**src/rtl/pipe_pkg.sv**
```systemverilog
// Shared pipeline types: ALU opcodes, forward-select codes and the EX/MEM record.
package pipe_pkg;

  localparam int DATA_W = 32;

  typedef enum logic [3:0] {
    ALU_ADD  = 4'b0000,
    ALU_SUB  = 4'b0001,
    ALU_AND  = 4'b0010,
    ALU_OR   = 4'b0011,
    ALU_XOR  = 4'b0100,
    ALU_SLT  = 4'b0101,
    ALU_SLTU = 4'b0110,
    ALU_SLL  = 4'b0111,
    ALU_SRL  = 4'b1000,
    ALU_SRA  = 4'b1001,
    ALU_MUL  = 4'b1010
  } alu_op_t;

  localparam logic [1:0] FWD_RF  = 2'b00;
  localparam logic [1:0] FWD_WB  = 2'b01;
  localparam logic [1:0] FWD_MEM = 2'b10;

  typedef struct packed {
    logic [DATA_W-1:0] alu_result;
    logic [DATA_W-1:0] write_data;
    logic [DATA_W-1:0] pc_plus4;
    logic [4:0]        rd;
    logic              reg_write;
    logic              mem_write;
    logic [1:0]        result_src;
  } ex_mem_t;

  localparam ex_mem_t EX_MEM_BUBBLE = '0;

endpackage

```
**src/rtl/alu.sv**
```systemverilog
// Single-cycle ALU for the EX stage; multiply is handled by the stage itself.
module alu
  import pipe_pkg::*;
#(
  parameter int XLEN = 32
) (
  input  alu_op_t           op,
  input  logic [XLEN-1:0]   a,
  input  logic [XLEN-1:0]   b,
  output logic [XLEN-1:0]   y
);

  localparam int SHW = $clog2(XLEN);

  logic [SHW-1:0] shamt_s;
  assign shamt_s = b[SHW-1:0];

  // Opcode decode; MUL and unused codes yield zero here.
  always_comb begin
    y = '0;
    case (op)
      ALU_ADD:  y = a + b;
      ALU_SUB:  y = a - b;
      ALU_AND:  y = a & b;
      ALU_OR:   y = a | b;
      ALU_XOR:  y = a ^ b;
      ALU_SLT:  y = {{(XLEN-1){1'b0}}, ($signed(a) < $signed(b))};
      ALU_SLTU: y = {{(XLEN-1){1'b0}}, (a < b)};
      ALU_SLL:  y = a << shamt_s;
      ALU_SRL:  y = a >> shamt_s;
      ALU_SRA:  y = $signed(a) >>> shamt_s;
      default:  y = '0;
    endcase
  end

endmodule

```
**src/rtl/execute_stage.sv**
```systemverilog
// RV32 EX stage: forwarding muxes, ALU, multi-cycle multiplier, branch resolution
// and the EX/MEM pipeline register. XLEN must equal pipe_pkg::DATA_W.
module execute_stage
  import pipe_pkg::*;
#(
  parameter int XLEN    = DATA_W,
  parameter int MUL_LAT = 3
) (
  input  logic              clk,
  input  logic              rst,
  input  logic              StallM,
  input  logic              FlushE,
  input  logic              ValidE,
  input  logic [XLEN-1:0]   RD1_E,
  input  logic [XLEN-1:0]   RD2_E,
  input  logic [XLEN-1:0]   ImmExt_E,
  input  logic [XLEN-1:0]   PC_E,
  input  logic [XLEN-1:0]   PCPlus4_E,
  input  logic [4:0]        RD_E,
  input  logic [3:0]        ALUControl_E,
  input  logic              ALUSrc_E,
  input  logic              RegWrite_E,
  input  logic              MemWrite_E,
  input  logic              Branch_E,
  input  logic              Jump_E,
  input  logic [1:0]        ResultSrc_E,
  input  logic [1:0]        ForwardAE,
  input  logic [1:0]        ForwardBE,
  input  logic [XLEN-1:0]   ALUResult_Mfwd,
  input  logic [XLEN-1:0]   Result_W,
  output logic [XLEN-1:0]   ALUResult_M,
  output logic [XLEN-1:0]   WriteData_M,
  output logic [XLEN-1:0]   PCPlus4_M,
  output logic [4:0]        RD_M,
  output logic              RegWrite_M,
  output logic              MemWrite_M,
  output logic [1:0]        ResultSrc_M,
  output logic              PCSrc_E,
  output logic [XLEN-1:0]   PCTarget_E,
  output logic              BusyE
);

  localparam int CNT_W = (MUL_LAT > 2) ? $clog2(MUL_LAT) : 1;
  localparam logic [CNT_W-1:0] CNT_LOAD = CNT_W'((MUL_LAT > 1) ? (MUL_LAT - 2) : 0);
  localparam logic [CNT_W-1:0] CNT_ZERO = {CNT_W{1'b0}};

  typedef enum logic {IDLE = 1'b0, BUSY = 1'b1} mul_state_t;

  alu_op_t          op_s;
  logic [XLEN-1:0]  srca_s;
  logic [XLEN-1:0]  fwd_b_s;
  logic [XLEN-1:0]  srcb_s;
  logic [XLEN-1:0]  alu_core_s;
  logic [XLEN-1:0]  mul_comb_s;
  logic [XLEN-1:0]  mul_latched_s;
  logic [XLEN-1:0]  alu_result_s;
  logic [XLEN-1:0]  capture_result_s;
  logic             is_mul_s;
  logic             zero_s;
  logic             mul_start_s;
  logic             busy_s;
  ex_mem_t          ex_mem_next_s;

  mul_state_t       state_r;
  logic [CNT_W-1:0] cnt_r;
  logic [XLEN-1:0]  mul_a_r;
  logic [XLEN-1:0]  mul_b_r;
  ex_mem_t          ex_mem_r;

  assign op_s = alu_op_t'(ALUControl_E);

  // Operand forwarding: code 11 falls back to the register file like 00.
  always_comb begin
    srca_s  = RD1_E;
    fwd_b_s = RD2_E;
    case (ForwardAE)
      FWD_WB:  srca_s = Result_W;
      FWD_MEM: srca_s = ALUResult_Mfwd;
      default: srca_s = RD1_E;
    endcase
    case (ForwardBE)
      FWD_WB:  fwd_b_s = Result_W;
      FWD_MEM: fwd_b_s = ALUResult_Mfwd;
      default: fwd_b_s = RD2_E;
    endcase
  end

  assign srcb_s = ALUSrc_E ? ImmExt_E : fwd_b_s;

  alu #(.XLEN(XLEN)) u_alu (
    .op (op_s),
    .a  (srca_s),
    .b  (srcb_s),
    .y  (alu_core_s)
  );

  assign is_mul_s      = (op_s == ALU_MUL);
  assign mul_comb_s    = srca_s * srcb_s;
  assign mul_latched_s = mul_a_r * mul_b_r;
  assign alu_result_s  = is_mul_s ? mul_comb_s : alu_core_s;
  // A multi-cycle product completes from the operands latched at start.
  assign capture_result_s = (state_r == BUSY) ? mul_latched_s : alu_result_s;

  assign zero_s     = (alu_result_s == {XLEN{1'b0}});
  assign PCSrc_E    = ValidE & ~FlushE & (Jump_E | (Branch_E & zero_s));
  assign PCTarget_E = PC_E + ImmExt_E;

  assign mul_start_s = ValidE & is_mul_s & ~FlushE & ~StallM & (MUL_LAT > 1);
  assign busy_s = ~rst & (((state_r == IDLE) & mul_start_s) |
                          ((state_r == BUSY) & (cnt_r != CNT_ZERO)));
  assign BusyE  = busy_s;

  // Multiplier sequencer: flush aborts, MEM stall freezes the countdown.
  always_ff @(posedge clk or posedge rst) begin
    if (rst) begin
      state_r <= IDLE;
      cnt_r   <= CNT_ZERO;
      mul_a_r <= '0;
      mul_b_r <= '0;
    end else begin
      case (state_r)
        IDLE: begin
          if (mul_start_s) begin
            state_r <= BUSY;
            cnt_r   <= CNT_LOAD;
            mul_a_r <= srca_s;
            mul_b_r <= srcb_s;
          end else begin
            state_r <= IDLE;
          end
        end
        BUSY: begin
          if (FlushE) begin
            state_r <= IDLE;
          end else if (!StallM) begin
            if (cnt_r == CNT_ZERO) begin
              state_r <= IDLE;
            end else begin
              cnt_r <= cnt_r - CNT_W'(1);
            end
          end else begin
            state_r <= BUSY;
          end
        end
        default: state_r <= IDLE;
      endcase
    end
  end

  always_comb begin
    ex_mem_next_s            = EX_MEM_BUBBLE;
    ex_mem_next_s.alu_result = capture_result_s;
    ex_mem_next_s.write_data = fwd_b_s;
    ex_mem_next_s.pc_plus4   = PCPlus4_E;
    ex_mem_next_s.rd         = RD_E;
    ex_mem_next_s.reg_write  = RegWrite_E;
    ex_mem_next_s.mem_write  = MemWrite_E;
    ex_mem_next_s.result_src = ResultSrc_E;
  end

  // EX/MEM register: stall holds, flush/busy/invalid inject a bubble.
  always_ff @(posedge clk or posedge rst) begin
    if (rst) begin
      ex_mem_r <= EX_MEM_BUBBLE;
    end else if (StallM) begin
      ex_mem_r <= ex_mem_r;
    end else if (FlushE | busy_s | ~ValidE) begin
      ex_mem_r <= EX_MEM_BUBBLE;
    end else begin
      ex_mem_r <= ex_mem_next_s;
    end
  end

  assign ALUResult_M = ex_mem_r.alu_result;
  assign WriteData_M = ex_mem_r.write_data;
  assign PCPlus4_M   = ex_mem_r.pc_plus4;
  assign RD_M        = ex_mem_r.rd;
  assign RegWrite_M  = ex_mem_r.reg_write;
  assign MemWrite_M  = ex_mem_r.mem_write;
  assign ResultSrc_M = ex_mem_r.result_src;

endmodule
```
**config.mk**
```make
export PLATFORM = sky130hd
export DESIGN_NAME = execute_stage
export DESIGN_NICKNAME = d
export VERILOG_FILES = /design/src/rtl/pipe_pkg.sv /design/src/rtl/alu.sv /design/src/rtl/execute_stage.sv
export SDC_FILE = /design/constraint.sdc
export NUM_CORES = 2
export LEC_CHECK = 0
export BUFFER_PORTS_ARGS = -buffer_cell sky130_fd_sc_hd__buf_2
export CORE_MARGIN = 5
export CORE_UTILIZATION = 35
export CTS_CLUSTER_SIZE = 25
export DETAILED_ROUTE_END_ITERATION = 10
export PLACE_DENSITY = 0.53
export SETUP_SLACK_MARGIN = 0.5
export SLEW_MARGIN = 10
export SYNTH_ARGS = -nofsm -noshare
export SYNTH_HDL_FRONTEND = slang
export SYNTH_SLANG_ARGS = --single-unit
```
**constraint.sdc**
```tcl
create_clock -name clk -period 8.15 [get_ports clk]
set_input_delay 0 -clock clk [delete_from_list [all_inputs] [get_ports clk]]
set_output_delay 0 -clock clk [all_outputs]
set_load 0.01 [all_outputs]
```
# Yosys cells after proc, flatten, opt, wreduce, memory -nomap -nowiden
# Index checks and enable logic that the tools add are counted.
# classes
add_sub_neg	4
eq_ne	18
n_reduce_logical	6
muxes	17
magnitude_cmp	2
multipliers	2
bitwise_logic	21
n_shift	3
# ops
op	count
one-hot mux 32 bit (10 select lines)	1
one-hot mux 32 bit (2 select lines)	2
two-way mux 105 bit	1
two-way mux 32 bit	3
adder 32 bit	2
less-than comparator 32 bit	2
multiplier 32 x 32 -> 32 bit	2
AND 32 bit	1
zero test 32 bit	1
OR 32 bit	1
left shift 32 x 5 -> 32 bit	1
right shift 32 x 5 -> 32 bit	1
>>> shifter 32 x 5 -> 32 bit	1
subtractor 32 bit	1
XOR 32 bit	1
== test 4 x 3 -> 1 bit, second input constant	4
== test 4 bit, second input constant	3
AND 1 bit	9
== test 4 x 2 -> 1 bit, second input constant	2
two-way mux 2 bit	4
inequality test 2 bit, second input constant	4
inverter 1 bit	5
== test 2 x 1 -> 1 bit, second input constant	2
== test 2 bit, second input constant	2
11 further kinds	17
# word_totals
inputBits	249
regBits	172
word_cells	84

# Logic depth before layout (Yosys ltp)
# logic_depth
depth_word	10
mapped_depth	39
ltp_nobuf	35

# Modules after synthesis
# Synthesis repeated with hierarchy kept, for this count alone.
# hier_totals
cells_unflattened	6014
area_unflattened_um2	49383.6
# modules_own_cells
mod	cells_per_inst	area_each_um2	instances
execute_stage	4811	41034.4	1
alu	1203	8349.3	1

# Worst setup path before layout
# No wires, ideal clock.
# synth_path
path_kind	input to output
from	input port ForwardBE[0]
to	output port PCSrc_E
path_buffers	6
stages	36
required_time_ns	8.150
t_arrival_ns	8.967
setup_slack_ns	-0.817
cell_sequence	inv_1 -> ha_1 -> buf_2 -> inv_2 -> mux2_2 -> o21ai_4 -> buf_2 -> buf_2 -> buf_1 -> clkbuf_1 -> buf_1 -> nor2_1 -> fa_1 -> inv_1 -> fa_1 -> fa_1 -> fa_1 -> inv_1 -> fa_1 -> inv_1 -> fa_1 -> inv_1 -> fa_1 -> fa_1 -> ha_1 -> o21a_1 -> nor2_1 -> a31oi_1 -> a21oi_1 -> o21bai_1 -> a21oi_1 -> o21ai_0 -> a31oi_1 -> xnor2_1 -> a221o_1 -> o41ai_2
# synth_between
elab_chain_cells	10
elab_cells_between_ends	21
cone_classes	add/sub: 2; mul: 1; order compare: 2; eq/ne: 2; shift: 3; mux: 4; bitwise: 6; reduce/logical: 1
# synth_lines
item	line_no	source
from (decl)	execute_stage.sv:28	input logic [1:0] ForwardBE,
== test 2 bit / == test 2 x 1 -> 1 bit (equally long branches)	execute_stage.sv:81	case (ForwardBE)
one-hot mux 32 bit (2 select lines) *	execute_stage.sv:81	
two-way mux 32 bit *	execute_stage.sv:88	assign srcb_s = ALUSrc_E ? ImmExt_E : fwd_b_s;
branches (longest 2 deep; another with multiplier 32 x 32 -> 32 bit)	--	
two-way mux 32 bit *	execute_stage.sv:100	assign alu_result_s = is_mul_s ? mul_comb_s : alu_core_s;
zero test 32 bit *	execute_stage.sv:104	assign zero_s = (alu_result_s == {XLEN{1'b0}});
AND 1 bit *	execute_stage.sv:105	assign PCSrc_E = ValidE & ~FlushE & (Jump_E | (Branch_E & zero_s));
OR 1 bit *	execute_stage.sv:105	
AND 1 bit *	execute_stage.sv:105	
to (decl)	execute_stage.sv:38	output logic PCSrc_E,
# Mark *: on every way between the ends.

# Final worst setup path
# layout_path
from	input port ForwardBE[1]
to	output port PCSrc_E
# Same word-level chain as after synthesis.

==> results <==
- Counting flops with a built-in enable in the synthesized netlist gives 0.
- The share of the Yosys chip area taken by registers is 0.0875.
- At the pin with the least slew margin, the transition time is 1.18 ns.
- The worst slew margin relative to its limit is 0.215.
- The number of clock sinks seen by CTS is 172.
- The share of the synthesized area in compound gates (AO/OA/AOI/OAI) is 0.151.
- TritonCTS built the clock tree.
- The net total in the final layout is between 8000 and 9000.
- After detailed placement, the design holds a cell count of slightly below 9000.
- The overall track demand over capacity in global routing is 0.322.
- The via count of the first global-routing pass is ~50000.
- Clock-pin slew was measured on the worst setup and hold paths at 0.10 ns.
- The simple logic cell fraction of the synthesized area is 0.163.
- The placed wire-length estimate is between 200000 and 250000 um.
- After synthesis, the share of cell area in mux cells is 0.0227.
- The number of levels in the clock H-tree is 4.
- The number of antenna-violating nets in the routed design is 0.
- The longest clock path from root to sink contains 2 buffers.
- The final critical path time including I/O delays and setup is 8.81 ns.
- The tree is rooted in a clkbuf_16.
- 388 I/O pins were placed.
- The final design instance area without fill is 61600 um^2.
- The checks that failed: negative setup slack.
- The kind of start point of the critical path is a primary input.
- Entering global routing, the biggest net connects between 90 and 100 pins.
- The number of standard-cell rows in the floorplan is 137.
- The flow ran to the end, but the final reports show violations.
- Setup repair after global routing could not meet its margin everywhere.
- The number of hold violations in the final report is 0.
- The primary flip-flop cell chosen by synthesis mapping is dfrtp_1.
- The detailed-router iteration count before antenna repair is 8.
- In this run the standard cell core region covers 140000 um^2.
- The starting utilization of the core area is 0.353.
- Setup violations remaining at the end of the flow were counted as 1.
- The count of maximum capacitance violations is 0.
- The count of synthesis-stage warnings from yosys is 0.
- The later pin in the worst-skew pair is clocked with a latency of 0.54 ns.
- The floorplan step defined a die boundary enclosing 148000 um^2.
- The final max-slew violation count was 0.
- The number of vias after detailed routing is 48595.
- The netlist area before placement is about 49000 um^2.
- The number of design-rule violations left by the first detailed-router iteration is 4848.
- The combinational family with the most area after synthesis is adder cells.
- The critical path in this run is classified as primary input to primary output.
- In the routed layout, each cell is associated on average with a via count of ~5.5.
- Of the cells placed in the final design, the portion with a size suffix greater than 1 is 0.222.
- For this run, the number of standard cells in the final layout without fillers is 8846.
- Relative to the synthesized area, the layout overhead comes to 25.3%.
- The largest incremental delay on the critical path is about 0.56 ns.
- In this run the mean area of a mapped cell was 8.15 um^2.
- The slowest cell on the critical path is or4_4.
- The distinct cell type count of the synthesized netlist is roughly 110.
- In this design, the critical path's most frequently occurring cell is fa_1.
- STA puts the critical path data arrival time at 8.81 ns.
- In the routed design, unresolved DRC markers number 0.
- Of the total synthesized cell area, the portion taken by XOR and XNOR cells is 0.0360.
- The total routed wirelength is 240000 um.
- Counting flops and latches in the post-synthesis netlist gives 172.
- The die is between 300 and 400 um wide.
- The slack of the worst reg-to-reg path is approximately 0.36 ns.
- The share of flip-flops with an asynchronous set or reset is 1.00.
- Along the worst path, the maximum fanout reaches 7.
- The count of buffers added on input and output ports is 387.
- On the final layout, the worst clock skew is 0.0257 ns.
- The ratio of final minimum period to clock period is 1.08.
- The total global routing overflow is 0.
- Setup slack on the critical path of the routed design comes to -0.656 ns.
- The worst hold-check path type is primary input to register.
- The number of buffers created by CTS is 17.
- The required time of the critical path is 8.15 ns.
- The initial antenna violation count was 14.
- The die boundary height is ~380 um.
- The number of nets in the synthesized netlist is 7484.
- In the final routed layout, each cell accounts on average for 27.1 um.
- In the synthesized netlist, the number of instances is 6037.
- The category of the worst setup path capture point is a primary output.
- For this run, the top clock speed supported by timing is about 110 MHz.
- The final weighted congestion of routability-driven global placement is 1.03.
- The first global-routing pass estimated 349000 um of wire.
- Of the total synthesized cell area, the portion taken by full adders, half adders and majority gates is 0.430.
- The cell area after placement is 58200 um^2.
## cells in the mapped netlist (41+ instances only)
library cell,n,area [um^2]
a22oi_1,68,510
ha_1,379,4740
o22ai_1,56,350
xnor2_1,161,1410
dfrtp_1,172,4300
o21ai_0,264,1320
fa_1,819,16400
clkbuf_1,258,968
nor3_1,71,355
a21oi_1,188,941
nand2_1,893,3350
and2_1,137,857
buf_2,54,270
a22o_1,71,622
xor2_1,41,359
mux2i_1,106,1060
nor2_1,541,2030
a21o_1,43,323
inv_1,1007,3780
## metrics by stage
stage	util	hold slack, ns	setup WS [ns]	setup TNS [ns]
floorplan	-	0.0557	0.0647	0
global placement	0.417	0.151	-1.35	-8.65
detailed placement	0.417	0.140	-1.38	-9.16
CTS	0.435	0.00718	-0.464	-0.464
global route	0.442	0.0194	-0.881	-1.03
finish	0.442	0.00253	-0.656	-0.656
## worst paths after layout
check                                        startpoint                     endpoint  cells past startpoint
worst max-delay path                       ForwardBE[1]                      PCSrc_E                     33
worst min-delay path                          RD2_E[11]  WriteData_M[11]$_DFFE_PP0N_                      4
worst max register to register   mul_b_r[6]$_DFFE_PP0P_  ALUResult_M[31]$_DFFE_PP0N_                     31
worst min register to register  mul_a_r[31]$_DFFE_PP0P_      mul_a_r[31]$_DFFE_PP0P_                      2
max in group asynchronous                           rst   WriteData_M[2]$_DFFE_PP0N_                      4
min in group asynchronous                           rst            state_r$_DFF_PP0_                      3
## cells by family after synthesis
logic type | Yosys count
AO/OA/AOI/OAI | 1095
XOR/XNOR | 202
AND/OR/NAND/NOR | 1863
flip-flops | 172
buffers and inverters | 1396
multiplexers | 111
adder cells (fa/ha/maj) | 1198
## flip-flops by register name (all words and copies together), names as in the netlist, 2 cells and up
| signal | count |
|---|---|
| ALUResult_M | 32 |
| cnt_r | 2 |
| ResultSrc_M | 2 |
| mul_a_r | 32 |
| RD_M | 5 |
| mul_b_r | 32 |
| PCPlus4_M | 32 |
| WriteData_M | 32 |
## worst max-delay path: cells and delay by family
kind	cells	cell delay, ns
AND/OR/NAND/NOR	7	1.56
AO/OA/AOI/OAI	5	1.35
adder cells (fa/ha/maj)	10	4.54
buffers and inverters	11	1.33
## per-layer routing
layer / share of wire / vias up / track usage
met3: 0.088 / 593 / 0.0725
met2: 0.45 / 2227 / 0.507
li1: - / 21130 / -
met5: 0.00040 / - / 0
met4: 0.052 / 14 / 0.135
met1: 0.41 / 24631 / 0.428
## placed cells by master, fill, tap and decap left out, types with 38 or more instances in the layout
master | Yosys | final
a21oi_1 | 188 | 171
buf_6 | 9 | 38
nand2_1 | 893 | 889
ha_1 | 379 | 345
dfrtp_1 | 172 | 166
buf_2 | 54 | 382
and2_1 | 137 | 136
o22ai_1 | 56 | 55
xnor2_1 | 161 | 157
nor2_1 | 541 | 506
xor2_1 | 41 | 40
buf_12 | 0 | 50
a22o_1 | 71 | 71
inv_1 | 1007 | 971
nor3_1 | 71 | 66
mux2i_1 | 106 | 103
buf_4 | 8 | 705
fa_1 | 819 | 793
a22oi_1 | 68 | 61
a21o_1 | 43 | 43
o21ai_0 | 264 | 241
dlygate4sd3_1 | 0 | 72
## final cells by class
type,count,area [um^2]
well taps,1876,2350
diodes,9,22.5
clock inverters,15,219
clock buffers,17,425
inverters,1030,3950
fillers,14115,77900
flip-flops and latches,172,4310
multi-input cells,4469,40800
repair buffers,1258,9520
## what timing repair did
| item | CTS | global route |
|---|---|---|
| pin swaps | 78 | 81 |
| setup endpoints to repair | 17 | 20 |
| endpoints found under the hold margin | 178 | 0 |
| resized for setup | 182 | 170 |
| cloned | 0 | 1 |
| setup buffers | 44 | 32 |
| hold buffers | 72 | 0 |
Power is not shown: default switching activity piles up to over one toggle a cycle in this logic, so the estimate is an artifact.
